File: src/rtl/data_mem_access_unit.sv
// Byte/half/word load-store responder for a word-addressed valid/ready bus; build option MISALIGNED_SPLIT_EN.
// Latency: BUSYWAIT high 2 cycles aligned, 3 when split, +1 per MEM_READY=0 cycle.
// Backpressure: bus request held stable until MEM_READY; BUSYWAIT stalls the pipeline meanwhile.
module data_mem_access_unit #(
  parameter int ADDR_WIDTH = 32
) (
  input  logic                  CLK,
  input  logic                  RESET_N,
  input  logic [3:0]            READ_WRITE,
  input  logic [ADDR_WIDTH-1:0] ADDRESS,
  input  logic [31:0]           WRITE_DATA,
  output logic [31:0]           READ_DATA,
  output logic                  BUSYWAIT,
  output logic                  MISALIGN_FAULT,
  output logic                  MEM_REQ,
  output logic                  MEM_WE,
  output logic [ADDR_WIDTH-3:0] MEM_ADDR,
  output logic [3:0]            MEM_BE,
  output logic [31:0]           MEM_WDATA,
  input  logic                  MEM_READY,
  input  logic [31:0]           MEM_RDATA
);
  typedef enum logic [1:0] {IDLE, REQ1, REQ2, DONE} state_t;
  state_t state, state_nxt;

  logic [2:0]            code_q;
  logic [ADDR_WIDTH-1:0] addr_q;
  logic [31:0]           wdata_q;
  logic [31:0]           rdata0_q;
  logic                  fault_q;

  function automatic logic [2:0] size_of(input logic [2:0] c);
    case (c)
      3'b000, 3'b100, 3'b011: size_of = 3'd1;
      3'b001, 3'b101, 3'b110: size_of = 3'd2;
      default:                size_of = 3'd4;
    endcase
  endfunction

  function automatic logic is_store(input logic [2:0] c);
    is_store = (c == 3'b011) || (c == 3'b110) || (c == 3'b111);
  endfunction

  logic in_fault;
  logic in_store;
  assign in_store = is_store(READ_WRITE[2:0]);
`ifdef MISALIGNED_SPLIT_EN
  assign in_fault = 1'b0;
`else
  logic [2:0] in_size;
  assign in_size  = size_of(READ_WRITE[2:0]);
  assign in_fault = ((in_size == 3'd2) && ADDRESS[0]) ||
                    ((in_size == 3'd4) && (ADDRESS[1:0] != 2'b00));
`endif

  logic [2:0]            size_q;
  logic                  store_q;
  logic                  sgn_q;
  logic [1:0]            off;
  logic [4:0]            sh_amt;
  logic [6:0]            lane_base;
  logic [6:0]            lanes;
  logic                  split;
  logic [63:0]           wshift;
  logic [ADDR_WIDTH-3:0] word_q;

  assign size_q  = size_of(code_q);
  assign store_q = is_store(code_q);
  assign sgn_q   = (code_q == 3'b000) || (code_q == 3'b001);
  assign off     = addr_q[1:0];
  assign sh_amt  = {off, 3'b000};
  assign split   = (({1'b0, off} + size_q) > 3'd4);
  assign wshift  = {32'b0, wdata_q} << sh_amt;
  assign word_q  = addr_q[ADDR_WIDTH-1:2];

  always_comb begin
    case (size_q)
      3'd1:    lane_base = 7'b0000001;
      3'd2:    lane_base = 7'b0000011;
      default: lane_base = 7'b0001111;
    endcase
    lanes = lane_base << off;
  end

  // Load result assembled from the beat arriving now plus the first beat of a split
  logic [63:0] rd64;
  logic [31:0] rsh;
  logic [31:0] load_val;
  always_comb begin
    rd64 = (state == REQ2) ? {MEM_RDATA, rdata0_q} : {32'b0, MEM_RDATA};
    rsh  = 32'(rd64 >> sh_amt);
    case (size_q)
      3'd1:    load_val = sgn_q ? {{24{rsh[7]}}, rsh[7:0]}   : {24'b0, rsh[7:0]};
      3'd2:    load_val = sgn_q ? {{16{rsh[15]}}, rsh[15:0]} : {16'b0, rsh[15:0]};
      default: load_val = rsh;
    endcase
  end

  always_ff @(posedge CLK) begin
    if (!RESET_N) state <= IDLE;
    else          state <= state_nxt;
  end

  always_comb begin
    state_nxt      = state;
    BUSYWAIT       = 1'b0;
    MISALIGN_FAULT = 1'b0;
    MEM_REQ        = 1'b0;
    MEM_WE         = 1'b0;
    MEM_ADDR       = '0;
    MEM_BE         = '0;
    MEM_WDATA      = '0;
    case (state)
      IDLE: begin
        BUSYWAIT = READ_WRITE[3];
        if (READ_WRITE[3]) state_nxt = in_fault ? DONE : REQ1;
      end
      REQ1: begin
        BUSYWAIT  = 1'b1;
        MEM_REQ   = 1'b1;
        MEM_WE    = store_q;
        MEM_ADDR  = word_q;
        MEM_BE    = lanes[3:0];
        MEM_WDATA = wshift[31:0];
        if (MEM_READY) state_nxt = split ? REQ2 : DONE;
      end
      REQ2: begin
        BUSYWAIT  = 1'b1;
        MEM_REQ   = 1'b1;
        MEM_WE    = store_q;
        MEM_ADDR  = word_q + {{(ADDR_WIDTH-3){1'b0}}, 1'b1};
        MEM_BE    = {1'b0, lanes[6:4]};
        MEM_WDATA = wshift[63:32];
        if (MEM_READY) state_nxt = DONE;
      end
      default: begin
        MISALIGN_FAULT = fault_q;
        state_nxt      = IDLE;
      end
    endcase
    if (!RESET_N) BUSYWAIT = 1'b0;
  end

  // READ_DATA is written on the edge entering DONE so it is valid during DONE
  always_ff @(posedge CLK) begin
    if (!RESET_N) begin
      code_q    <= '0;
      addr_q    <= '0;
      wdata_q   <= '0;
      rdata0_q  <= '0;
      fault_q   <= 1'b0;
      READ_DATA <= '0;
    end else begin
      case (state)
        IDLE: if (READ_WRITE[3]) begin
          code_q  <= READ_WRITE[2:0];
          addr_q  <= ADDRESS;
          wdata_q <= WRITE_DATA;
          fault_q <= in_fault;
          if (in_fault && !in_store) READ_DATA <= '0;
        end
        REQ1: if (MEM_READY) begin
          rdata0_q <= MEM_RDATA;
          if (!split && !store_q) READ_DATA <= load_val;
        end
        REQ2: if (MEM_READY && !store_q) READ_DATA <= load_val;
        default: ;
      endcase
    end
  end
endmodule

File: config.mk
export PLATFORM = sky130hd
export DESIGN_NAME = data_mem_access_unit
export DESIGN_NICKNAME = d
export VERILOG_FILES = /design/src/rtl/data_mem_access_unit.sv
export SDC_FILE = /design/constraint.sdc
export NUM_CORES = 1
export LEC_CHECK = 0
export BUFFER_PORTS_ARGS = -buffer_cell sky130_fd_sc_hd__buf_2
export CORE_ASPECT_RATIO = 1.1
export CORE_MARGIN = 3
export CORE_UTILIZATION = 40
export CTS_BUF_LIST = sky130_fd_sc_hd__clkbuf_4 sky130_fd_sc_hd__clkbuf_8 sky130_fd_sc_hd__clkbuf_16
export DETAILED_ROUTE_END_ITERATION = 7
export GPL_TIMING_DRIVEN = 0
export HOLD_SLACK_MARGIN = 0.15
export PLACE_DENSITY = 0.65
export SYNTH_ARGS = -nofsm -noshare
export SYNTH_HDL_FRONTEND = slang
export SYNTH_SLANG_ARGS = --single-unit
File: constraint.sdc
create_clock -name CLK -period 2.6 [get_ports CLK]
set_clock_uncertainty 0.05 [all_clocks]
set_input_delay 0.13 -clock CLK [delete_from_list [all_inputs] [get_ports CLK]]
set_output_delay 0.13 -clock CLK [all_outputs]
set_load 0.01 [all_outputs]
Word level (Yosys, flattened, before mapping)
Index checks and enable logic that the tools add are counted.
{"block": "word_totals", "inputBits": 103, "output_inout_bits": 102, "n_memories": 0, "latch_bits": 0, "ff_bits": 134, "word_cells": 93, "mem_bits_ro": 0, "mem_bits_rw": 0}
{"block": "op_classes", "bitwise_logic": 0, "div_mod_pow": 0, "n_reduce_logical": 29, "n_mul": 0, "order_cmp": 1, "n_eq_ne": 24, "n_addsub": 2, "mux": 27, "shift": 3}
{"op": "32-bit 2-to-1 mux", "count": 7}
{"op": "32-bit case mux with 2 select lines", "count": 2}
{"op": "32-bit case mux with 3 select lines", "count": 1}
{"op": "64-bit 2-to-1 mux", "count": 1}
{"op": "32-bit by 5-bit left shift with 64-bit output", "count": 1}
{"op": "64-bit by 5-bit right shift with 32-bit output", "count": 1}
{"op": "30-bit case mux with 2 select lines", "count": 1}
{"op": "30-bit by 1-bit adder with 30-bit output, second input constant", "count": 1}
{"op": "3-bit equality test, second input constant", "count": 9}
{"op": "4-bit case mux with 2 select lines", "count": 2}
{"op": "3-bit OR reduction", "count": 5}
{"op": "3-bit by 2-bit equality test with 1-bit output, second input constant", "count": 4}
{"op": "3-bit case mux with 2 select lines", "count": 2}
{"op": "2-bit != test, second input constant", "count": 5}
{"op": "3-bit by 1-bit equality test with 1-bit output, second input constant", "count": 3}
{"op": "2-bit 2-to-1 mux", "count": 4}
{"op": "7-bit by 2-bit left shift with 7-bit output", "count": 1}
{"op": "3-bit logical NOT", "count": 2}
{"op": "1-bit logical OR", "count": 6}
{"op": "2-bit case mux with 3 select lines", "count": 1}
{"op": "6-bit AND reduction", "count": 1}
{"op": "1-bit logical AND", "count": 5}
{"op": "1-bit 2-to-1 mux", "count": 5}
{"op": "2-bit AND reduction", "count": 2}
{"op": "other kinds (12)", "count": 14}

Longest topological paths before layout
Gate-level depths: netlist of run 1.
{"block": "depth", "depth_word": 10, "mapped_depth": 15, "mapped_depth_nobuf": 12}

Least setup slack after synthesis of run 1
No wires, ideal clock.
{"block": "synth_timing", "path_type": "register to register", "start": "reg code_q[2]", "end": "reg READ_DATA[10]", "slack_ns": -0.215, "t_arrival_ns": 2.648, "path_buffers": 1, "setup_ns": 0.117, "period_less_slack_ns": 2.815, "path_stages_with_launch": 14, "cell_sequence": "dfxtp_1 > nor2b_1 > mux2i_1 > ha_1 > nor2_1 > ha_1 > inv_1 > fa_1 > nand2b_1 > and3_1 > nor3_1 > a21oi_1 > clkbuf_1 > a22o_1"}
{"block": "synth_via", "elab_chain_len": 9, "elab_cells_between_ends": 30, "classes_between": "add/sub (1); order compare (1); eq/ne (10); mux (7); reduce/logical (11)"}
{"item": "start, declared", "line": "26", "source": "logic [2:0] code_q;"}
{"item": "start signal, assigned", "line": "156", "source": "code_q <= READ_WRITE[2:0];"}
{"item": "3-bit equality test (tied with other cells)", "line": "33, 41"}
{"item": "3-bit OR reduction", "line": "33", "source": "case (c)"}
{"item": "3-bit case mux with 2 select lines", "line": "33"}
{"item": "2-bit by 3-bit adder with 3-bit output", "line": "72", "source": "assign split = (({1'b0, off} + size_q) > 3'd4);"}
{"item": "3-bit > comparator", "line": "72"}
{"item": "1-bit logical NOT", "line": "164", "source": "if (!split && !store_q) READ_DATA <= load_val;"}
{"item": "1-bit logical AND", "line": "164"}
{"item": "2-bit != test (no source line)"}
{"item": "6-bit AND reduction (no source line)"}
{"item": "end signal, assigned", "line": "164"}
{"item": "end signal, assigned", "line": "166", "source": "REQ2: if (MEM_READY && !store_q) READ_DATA <= load_val;"}
{"item": "end, declared", "line": "12", "source": "output logic [31:0] READ_DATA,"}
Parallel ways exist; a longest one is shown, timed or not. The select of a mux whose other input is x is not followed.
A chain may end at the register's enable or synchronous reset.

Worst setup path after layout of run 1
{"block": "layout_timing", "start": "reg code_q[2]", "end": "reg READ_DATA[28]"}
The elaborated chain is that of the path after synthesis.

==> flow_summary.ini, run 1 <==
[run_status]
status = finished with violations
failed_checks = negative setup slack

[cts]
cts.clk_slew.worst_paths_ns = 0.06
cts_tree = done
cts-htree-levels = 4
cts_buffers = 17
clock-sinks = 134
clk_latency_ns = 0.43
root_buffer = clkbuf_16
cts_buffer_depth = 2

[flow_run]
drv_cap = 0

[sta]
min_period_ns = 2.88
fmax_mhz = 347
setup_viol = 33
slew_headroom_pct = 50.7
setup_ws_ns = -0.278
fin_hold_ws_ns = 0.205
rsz0062_at_grt = true
drv_slew = 0
worst_pin_slew_ns = 0.736
hold_viol_final = 0
finalCritPeriodShare_pct = 111

[logic_synthesis]
synth_cell_types = 63
syn_inst = 1094
synth_edf_count = 0
synth_flop_cell = dfxtp_1
synth_top_area_cell = dfxtp_1
synth-seq-area-share_pct = 32.5
synth_seq_cells = 134
synth_async_sr_flop_share_pct = 0
synth_top_area_share_pct = 32.5
syn_area_per_cell_um2 = 7.56
synthTopCellsByArea = dfxtp_1, nand2_1, mux2i_1, a21oi_1, mux2_2
syn_area_um2 = 8270
yosys_warnings = 0
syn-num-nets = 1207

[detailed_routing]
drt_iter0_markers = 884
vias = 9793
dr.pass1.iters = 5
drc = 0
via_per_inst = 5.74
wl_per_cell_um = 19.2
wirelength_um = 32800
ant_nets = 0

[die]
pin_count = 205
coreArea_um2 = 20100
die_x_um = 143
die-area_um2 = 22400
die_y_um = 157
start_util_pct = 41.2
num_rows = 54

[critical_path]
critPathCaptureType = flip-flop
cpPeakStageDelay_ns = 0.50
crit_family = simple AND/OR/NAND/NOR gates
cpMostUsedCell = ha_4
crit_chain = nor2b_4, mux2i_4, ha_4, nor2_4, ha_4, inv_2, fa_2, nand2b_1, and3_4, nor4_4, and2_4, clkbuf_16, a32o_1
crit_path_start_kind = flip-flop
path_buf_inv = 2
critPathArrivalTime_ns = 3.20
crit_fanout = 7
worstSetupPathType = reg2reg
cp.required_ns = 2.92
crit_slowest_cell = fa_2

[placement]
port_buffers = 204
dpl.hpwl_um = 23500
dp_cells = 1550
place_congestion = 0.943

[grt]
grt_pass1_vias = 9423
grt_pass1_wl_um = 49800
overflow = 0
track_usage_pct = 28.2
grt_max_degree = 20
antenna_found_initial = 3

[worst_hold_path]
hp-class = in2reg

[pwr]
power.density_nw_per_um2 = 823
leakage_nw = 4.76
ir_drop_mv = 0.580

[final_layout]
multi_input_area_um2 = 5360
drive_gt1_share_pct = 27.9
area_growth_pct = 43.9
fillers = 1823
finalNonFillerCells = 1706
final_cell_mix = nand2_1, buf_2, a21oi_1
ff_latch_area_um2 = 2710
mostFrequentLayoutCell = nand2_1
nets = 1553
state kept, by name, summed over array words and instances (netlist names):
register   count
state          2
fault_q        1
wdata_q       32
addr_q        32
rdata0_q      32
code_q         3
READ_DATA     32
worst paths after layout:
kind,startpoint,endpoint,slack (ns),depth (start not counted)
worst max-delay path,code_q[2]$_SDFFE_PN0P_,READ_DATA[28]$_SDFFE_PN0P_,-0.28,13
worst min-delay path,MEM_READY,state[0]$_SDFFE_PN0P_,0.20,4
worst max register to register,code_q[2]$_SDFFE_PN0P_,READ_DATA[28]$_SDFFE_PN0P_,-0.28,13
worst min register to register,rdata0_q[11]$_SDFFE_PN0P_,rdata0_q[11]$_SDFFE_PN0P_,0.40,2
cells by family (layout without fill, tap and decap cells):
kind of cell,after synthesis,after routing,share of synthesized area (%)
compound gates,336,336,26.1
xor+xnor,3,3,0.318
fa+ha+maj,10,10,1.60
buf+inv,111,469,5.92
flops,134,134,32.5
mux,98,98,12.4
other cells,0,2,0
simple gates,402,402,21.2
layer usage:
metal,vias up,share of wire (%),track usage (%)
met1,4592,40,34.6
met2,464,48,48.1
met4,2,4.2,13.3
met3,97,7.0,4.43
met5,-,0.040,0
li1,4638,-,-
per-stage QoR:
| step | setup TNS, ns | total power [mW] | setup WS (ns) | util [%] | cell area, µm² |
|---|---|---|---|---|---|
| 5_1_grt | -11.15 | 10.3 | -0.375 | 59.3 | 11900 |
| 2_1_floorplan | -1.65 | 5.34 | -0.0813 | - | 8410 |
| 3_5_place_dp | -15.66 | 6.70 | -0.471 | 48.6 | 9750 |
| 6_report | -7.68 | 9.79 | -0.278 | 59.3 | 11900 |
| 3_3_place_gp | -14.85 | 6.66 | -0.417 | 48.6 | 9750 |
| 4_1_cts | -8.37 | 9.49 | -0.287 | 58.1 | 11700 |
power by group:
part	switching (mW)	total [mW]	internal (mW)
Sequential	0.333	2.73	2.40
Combinational	2.79	4.61	1.81
Clock	0.970	2.45	1.48
Total	4.10	9.79	5.70
worst register-to-register path, cell delays in order (launching register included):
cell	delay, ns
dfxtp_4	0.37
nor2b_4	0.18
mux2i_4	0.10
ha_4	0.18
nor2_4	0.10
ha_4	0.14
inv_2	0.03
fa_2	0.50
nand2b_1	0.07
and3_4	0.21
nor4_4	0.30
and2_4	0.29
clkbuf_16	0.17
a32o_1	0.14
repair_timing:
action	in CTS	in global routing
resized for setup	60	77
hold buffers	101	0
pin swaps	13	13
gates cloned	3	1
setup buffers	15	7
endpoints found under the setup margin	99	113
endpoints found under the hold margin	100	0
layout make-up:
class                      instances  area share (%)
inverter                          16           0.526
multi-input combinational        849            45.1
timing repair buffer             331            19.1
tap                              252            2.65
antenna                            2          0.0421
buffer                            91            4.92
clock buffer                      20            3.92
sequential                       134            22.8
clock inverter                    11            1.03
cells in the mapped netlist (17+ instances only):
cell and count:
dfxtp_1 134, a22o_1 17, a21oi_1 141, nand3_1 19, o21ai_0 52, mux2i_1 71, mux2_2 24, clkbuf_1 65
a32o_1 17, nor2_1 69, nand2_1 254, o221ai_1 17
Note: power is estimated with default switching activity, not from simulation.
==> run 2: changes to the inputs <==
--- a/config.mk
+++ b/config.mk
@@ -13,7 +13,8 @@
 export DETAILED_ROUTE_END_ITERATION = 7
 export GPL_TIMING_DRIVEN = 0
 export HOLD_SLACK_MARGIN = 0.15
-export PLACE_DENSITY = 0.65
+export PLACE_DENSITY = 0.74
+export SLEW_MARGIN = 10
 export SYNTH_ARGS = -nofsm -noshare
 export SYNTH_HDL_FRONTEND = slang
 export SYNTH_SLANG_ARGS = --single-unit
==> flow_summary.ini, run 2 (same netlist as run 1, synthesis figures left out) <==
[pwr]
leakage_nw = 4.79
ir_drop_mv = 0.625
total_power_mw = 9.97
power.density_nw_per_um2 = 833

[final_layout]
fillers = 1725
drive_gt1_share_pct = 28.1
nets = 1555
finalNonFillerCells = 1707
antenna_cells = 0
final_cell_mix = nand2_1, buf_2, a21oi_1
mostFrequentLayoutCell = nand2_1
area_growth_pct = 44.7

[placement]
dp_cells = 1550
place_congestion = 0.979
dpl.hpwl_um = 23200
dp_slack_ns = -0.455
port_buffers = 204

[grt]
grt_pass1_vias = 9542
overflow = 0
antenna_found_initial = 1
grt_pass1_wl_um = 51200
track_usage_pct = 29.0
grt_max_degree = 17

[detailed_routing]
drt_iter0_markers = 1073
wl_per_cell_um = 19.9
wirelength_um = 33900
vias = 10000
drc = 0
dr.pass1.iters = 6
ant_nets = 0
via_per_inst = 5.88

[die]
die_y_um = 157
coreArea_um2 = 20100
die_x_um = 143
die-area_um2 = 22400
pin_count = 205
num_rows = 54
start_util_pct = 41.2

[cts]
cts_tree = done
cts-htree-levels = 4
cts.clk_slew.worst_paths_ns = 0.06
cts_buffer_depth = 2
root_buffer = clkbuf_16
cts_buffers = 17
clk_latency_ns = 0.43
clock-sinks = 134

[critical_path]
crit_fanout = 7
critPathCaptureType = flip-flop
r2r_start = code_q[2]$_SDFFE_PN0P_
critPathArrivalTime_ns = 3.22
cp.required_ns = 2.87
crit_path_start_kind = flip-flop
reg2reg_depth = 13
reg2reg_to = READ_DATA[8]$_SDFFE_PN0P_
r2r_slack_ns = -0.35
worstSetupPathType = reg2reg

[sta]
setup_ws_ns = -0.349
min_period_ns = 2.95
hold_viol_final = 0
worst_pin_slew_ns = 0.777
rsz0062_at_grt = true
slew_headroom_pct = 48.0
drv_slew = 0
finalCritPeriodShare_pct = 113
setup_viol = 33
fmax_mhz = 339

[run_status]
failed_checks = negative setup slack
status = finished with violations

[flow_run]
drv_cap = 0

[worst_hold_path]
hp-class = in2reg
hold_end = state[0]$_SDFFE_PN0P_
hold_start = MEM_READY
hold_path_depth = 4
run 2: final cells by class:
cell class | count | area (µm²) | share of cell area (%)
Inverter | 16 | 65.1 | 0.544
Buffer | 93 | 602 | 5.03
Tap cell | 252 | 315 | 2.64
Clock inverter | 11 | 145 | 1.21
Sequential cell | 134 | 2710 | 22.6
Multi-Input combinational cell | 849 | 5350 | 44.7
Clock buffer | 21 | 485 | 4.06
Timing Repair Buffer | 331 | 2300 | 19.2
run 2: metrics by stage:
stage,TNS [ns],hold WS (ns),util [%],area [µm²]
finish,-10.15,0.213,59.6,12000
global route,-12.50,0.247,59.6,12000
CTS,-8.47,0.200,58.6,11800
detailed placement,-14.94,0.328,48.6,9750
global placement,-14.23,0.321,48.6,9750
floorplan,-1.65,0.206,-,8410
run 2: worst max path at each step:
stage / slack, ns / from / cells after the start / end
2_1_floorplan: -0.08 / code_q[2]$_SDFFE_PN0P_ / 14 / READ_DATA[21]$_SDFFE_PN0P_
3_3_place_gp: -0.45 / addr_q[1]$_SDFFE_PN0P_ / 12 / READ_DATA[16]$_SDFFE_PN0P_
3_5_place_dp: -0.45 / addr_q[1]$_SDFFE_PN0P_ / 12 / READ_DATA[26]$_SDFFE_PN0P_
4_1_cts: -0.31 / code_q[0]$_SDFFE_PN0P_ / 13 / READ_DATA[10]$_SDFFE_PN0P_
5_1_grt: -0.42 / code_q[0]$_SDFFE_PN0P_ / 13 / READ_DATA[26]$_SDFFE_PN0P_
6_report: -0.35 / code_q[2]$_SDFFE_PN0P_ / 13 / READ_DATA[8]$_SDFFE_PN0P_
run 2: routing by layer:
layer,GRT usage [%],part of all wire [%],vias up
met5,0,0.021,-
met4,11.5,4.1,2
met3,6.05,8.6,120
met2,48.4,47,597
met1,36.6,40,4682
li1,-,-,4631
run 2: critical path, cell delays in order (launching register included):
cell and delay (ns):
dfxtp_4 0.38, nor2b_4 0.17, mux2i_4 0.10, ha_4 0.18, nor2_2 0.08, ha_2 0.17, inv_2 0.03, fa_2 0.52
nand2b_1 0.07, and3_4 0.21, nor3_4 0.27, a21oi_4 0.18, buf_4 0.20, a22o_1 0.22
run 2: what timing repair did:
item	CTS	global route
setup buffers	11	10
gates cloned	4	1
hold buffers	101	0
pin swaps	8	13
hold endpoints to repair	100	0
gates resized for setup	72	67
setup endpoints to repair	98	109
run 2: where the power goes:
part,internal (mW),total (mW),switching [mW]
Clock,1.63,2.59,0.968
Combinational,1.81,4.64,2.84
Sequential,2.40,2.74,0.336
Total,5.83,9.97,4.14
==> run 3: changes to the inputs <==
--- a/config.mk
+++ b/config.mk
@@ -5,15 +5,15 @@
 export SDC_FILE = /design/constraint.sdc
 export NUM_CORES = 1
 export LEC_CHECK = 0
-export BUFFER_PORTS_ARGS = -buffer_cell sky130_fd_sc_hd__buf_2
 export CORE_ASPECT_RATIO = 1.1
 export CORE_MARGIN = 3
 export CORE_UTILIZATION = 40
 export CTS_BUF_LIST = sky130_fd_sc_hd__clkbuf_4 sky130_fd_sc_hd__clkbuf_8 sky130_fd_sc_hd__clkbuf_16
 export DETAILED_ROUTE_END_ITERATION = 7
+export DONT_BUFFER_PORTS = 1
 export GPL_TIMING_DRIVEN = 0
 export HOLD_SLACK_MARGIN = 0.15
-export PLACE_DENSITY = 0.74
+export PLACE_DENSITY = 0.65
 export SLEW_MARGIN = 10
 export SYNTH_ARGS = -nofsm -noshare
 export SYNTH_HDL_FRONTEND = slang
==> flow_summary.ini, run 3 (same netlist as run 1, synthesis figures left out) <==
[cts]
cts_buffers = 17
clk_latency_ns = 0.43
cts.clk_slew.worst_paths_ns = 0.06
cts_buffer_depth = 2
cts_tree = done
root_buffer = clkbuf_16
clock-sinks = 134
cts-htree-levels = 4

[grt]
grt_pass1_wl_um = 49600
overflow = 0
grt_max_degree = 20
antenna_found_initial = 0
grt_pass1_vias = 8840
track_usage_pct = 28.4

[die]
die_y_um = 157
coreArea_um2 = 20100
pin_count = 205
die-area_um2 = 22400
die_x_um = 143
num_rows = 54
start_util_pct = 41.2

[sta]
fmax_mhz = 348
slew_headroom_pct = 30.2
rsz0062_at_grt = true
hold_viol_final = 0
worst_pin_slew_ns = 1.04
setup_viol = 33
setup_ws_ns = -0.274
fin_hold_ws_ns = 0.156
drv_slew = 0
min_period_ns = 2.87
finalCritPeriodShare_pct = 111

[placement]
dpl_cell_area_um2 = 8730
port_buffers = 0
dpl.hpwl_um = 22900
place_congestion = 0.943

[critical_path]
crit_chain = buf_2, buf_6, clkinv_2, buf_4, fa_2, nand2b_1, and3_4, nor4_4, and2_4, buf_4, a32o_1
critPathCaptureType = flip-flop
cp.required_ns = 2.93
worstSetupPathType = reg2reg
cpPeakStageDelay_ns = 0.57
critPathArrivalTime_ns = 3.20
cpMostUsedCell = buf_4
crit_fanout = 10
crit_slowest_cell = fa_2
crit_path_start_kind = flip-flop

[detailed_routing]
ant_nets = 0
drt_iter0_markers = 868
wirelength_um = 32900
wl_per_cell_um = 21.9
vias = 9111
drc = 0
dr.pass1.iters = 6
via_per_inst = 6.07

[final_layout]
nets = 1350
mostFrequentLayoutCell = nand2_1
final_cell_mix = nand2_1, a21oi_1, dfxtp_1
area_growth_pct = 32.7
drive_gt1_share_pct = 17.7
final_area_um2 = 11000
antenna_cells = 0

[pwr]
swShare_pct = 43.2
leakage_nw = 3.81
power_frac_comb_pct = 46.3
p_seq_share_pct = 29.4
clkPwrFrac_pct = 24.2
ir_drop_mv = 0.687
p_int_mw = 5.39
power.switching_mw = 4.10
power.density_nw_per_um2 = 865

[run_status]
failed_checks = negative setup slack
status = finished with violations

[flow_run]
drv_cap = 0

[worst_hold_path]
hp-class = in2reg
==> run 3: cell types whose count changed in the layout (fill, tap and decap cells not counted), moves of 5 or more <==
cell / change
a211oi_2: +7
clkbuf_2: +5
nor2_1: -11
nor2_2: +10
a211oi_1: -7
o2bb2ai_1: -5
dfxtp_1: +7
buf_2: -202
dfxtp_2: -6
==> run 3: final timing paths <==
| check | startpoint | to | slack (ns) | cells after the start |
|---|---|---|---|---|
| setup / recovery | addr_q[1]$_SDFFE_PN0P_ | READ_DATA[20]$_SDFFE_PN0P_ | -0.27 | 11 |
| hold / removal | MEM_RDATA[0] | READ_DATA[24]$_SDFFE_PN0P_ | 0.16 | 3 |
| setup reg to reg | addr_q[1]$_SDFFE_PN0P_ | READ_DATA[20]$_SDFFE_PN0P_ | -0.27 | 11 |
| hold reg to reg | rdata0_q[30]$_SDFFE_PN0P_ | rdata0_q[30]$_SDFFE_PN0P_ | 0.40 | 2 |
==> run 3: final cells by class <==
cell class / count / area (µm²)
repair buffers: 127 / 1250
multi-input cells: 849 / 5540
clock buffers: 22 / 505
fillers: 1853 / 9100
clock inverters: 8 / 47.5
well taps: 252 / 315
flip-flops and latches: 134 / 2700
plain buffers: 92 / 554
inverters: 16 / 61.3
==> run 3: layer usage <==
metal | routed length (µm) | track usage [%] | vias up
li1 | - | - | 4213
met1 | 12500 | 34.4 | 4286
met2 | 15500 | 47.3 | 499
met3 | 3260 | 7.15 | 113
met4 | 1670 | 12.9 | 0
met5 | 0 | 0 | -
==> run 3: power by group through the flow <==
stage	Sequential (mW)	Combinational, mW	Clock (mW)
2_1_floorplan	2.70	2.65	0
3_3_place_gp	2.80	3.59	0
3_5_place_dp	2.82	3.62	0
4_1_cts	2.78	4.10	2.32
5_1_grt	2.83	4.71	2.40
6_report	2.79	4.40	2.30
==> run 3: repair_timing <==
| action | in CTS | in global routing |
|---|---|---|
| buffers inserted | 15 | 6 |
| resized for setup | 81 | 75 |
| pin swaps | 9 | 14 |
| setup endpoints to repair | 100 | 111 |
| cloned | 4 | 0 |
| hold buffers | 103 | 0 |
| endpoints found under the hold margin | 123 | 0 |
==> run 3: critical path: cells and delay by family, from the launching register on <==
kind / cells / cell delay, ns
buffers and inverters: 5 / 0.87
and+or+nand+nor: 4 / 0.86
adders and majority gates: 1 / 0.57
DFF: 1 / 0.30
AOI/OAI and AO/OA: 1 / 0.15
==> run 3: per-stage QoR <==
step / std cells / TNS, ns / power (mW) / setup WS, ns / util, %
floorplan: 1094 / -1.65 / 5.34 / -0.0813 / -
global placement: 1346 / -15.63 / 6.39 / -0.444 / 43.5
CTS: 1496 / -7.05 / 9.19 / -0.265 / 53.5
finish: 1500 / -7.23 / 9.49 / -0.274 / 54.7
detailed placement: 1346 / -16.73 / 6.44 / -0.466 / 43.5
global route: 1500 / -11.24 / 9.95 / -0.412 / 54.7
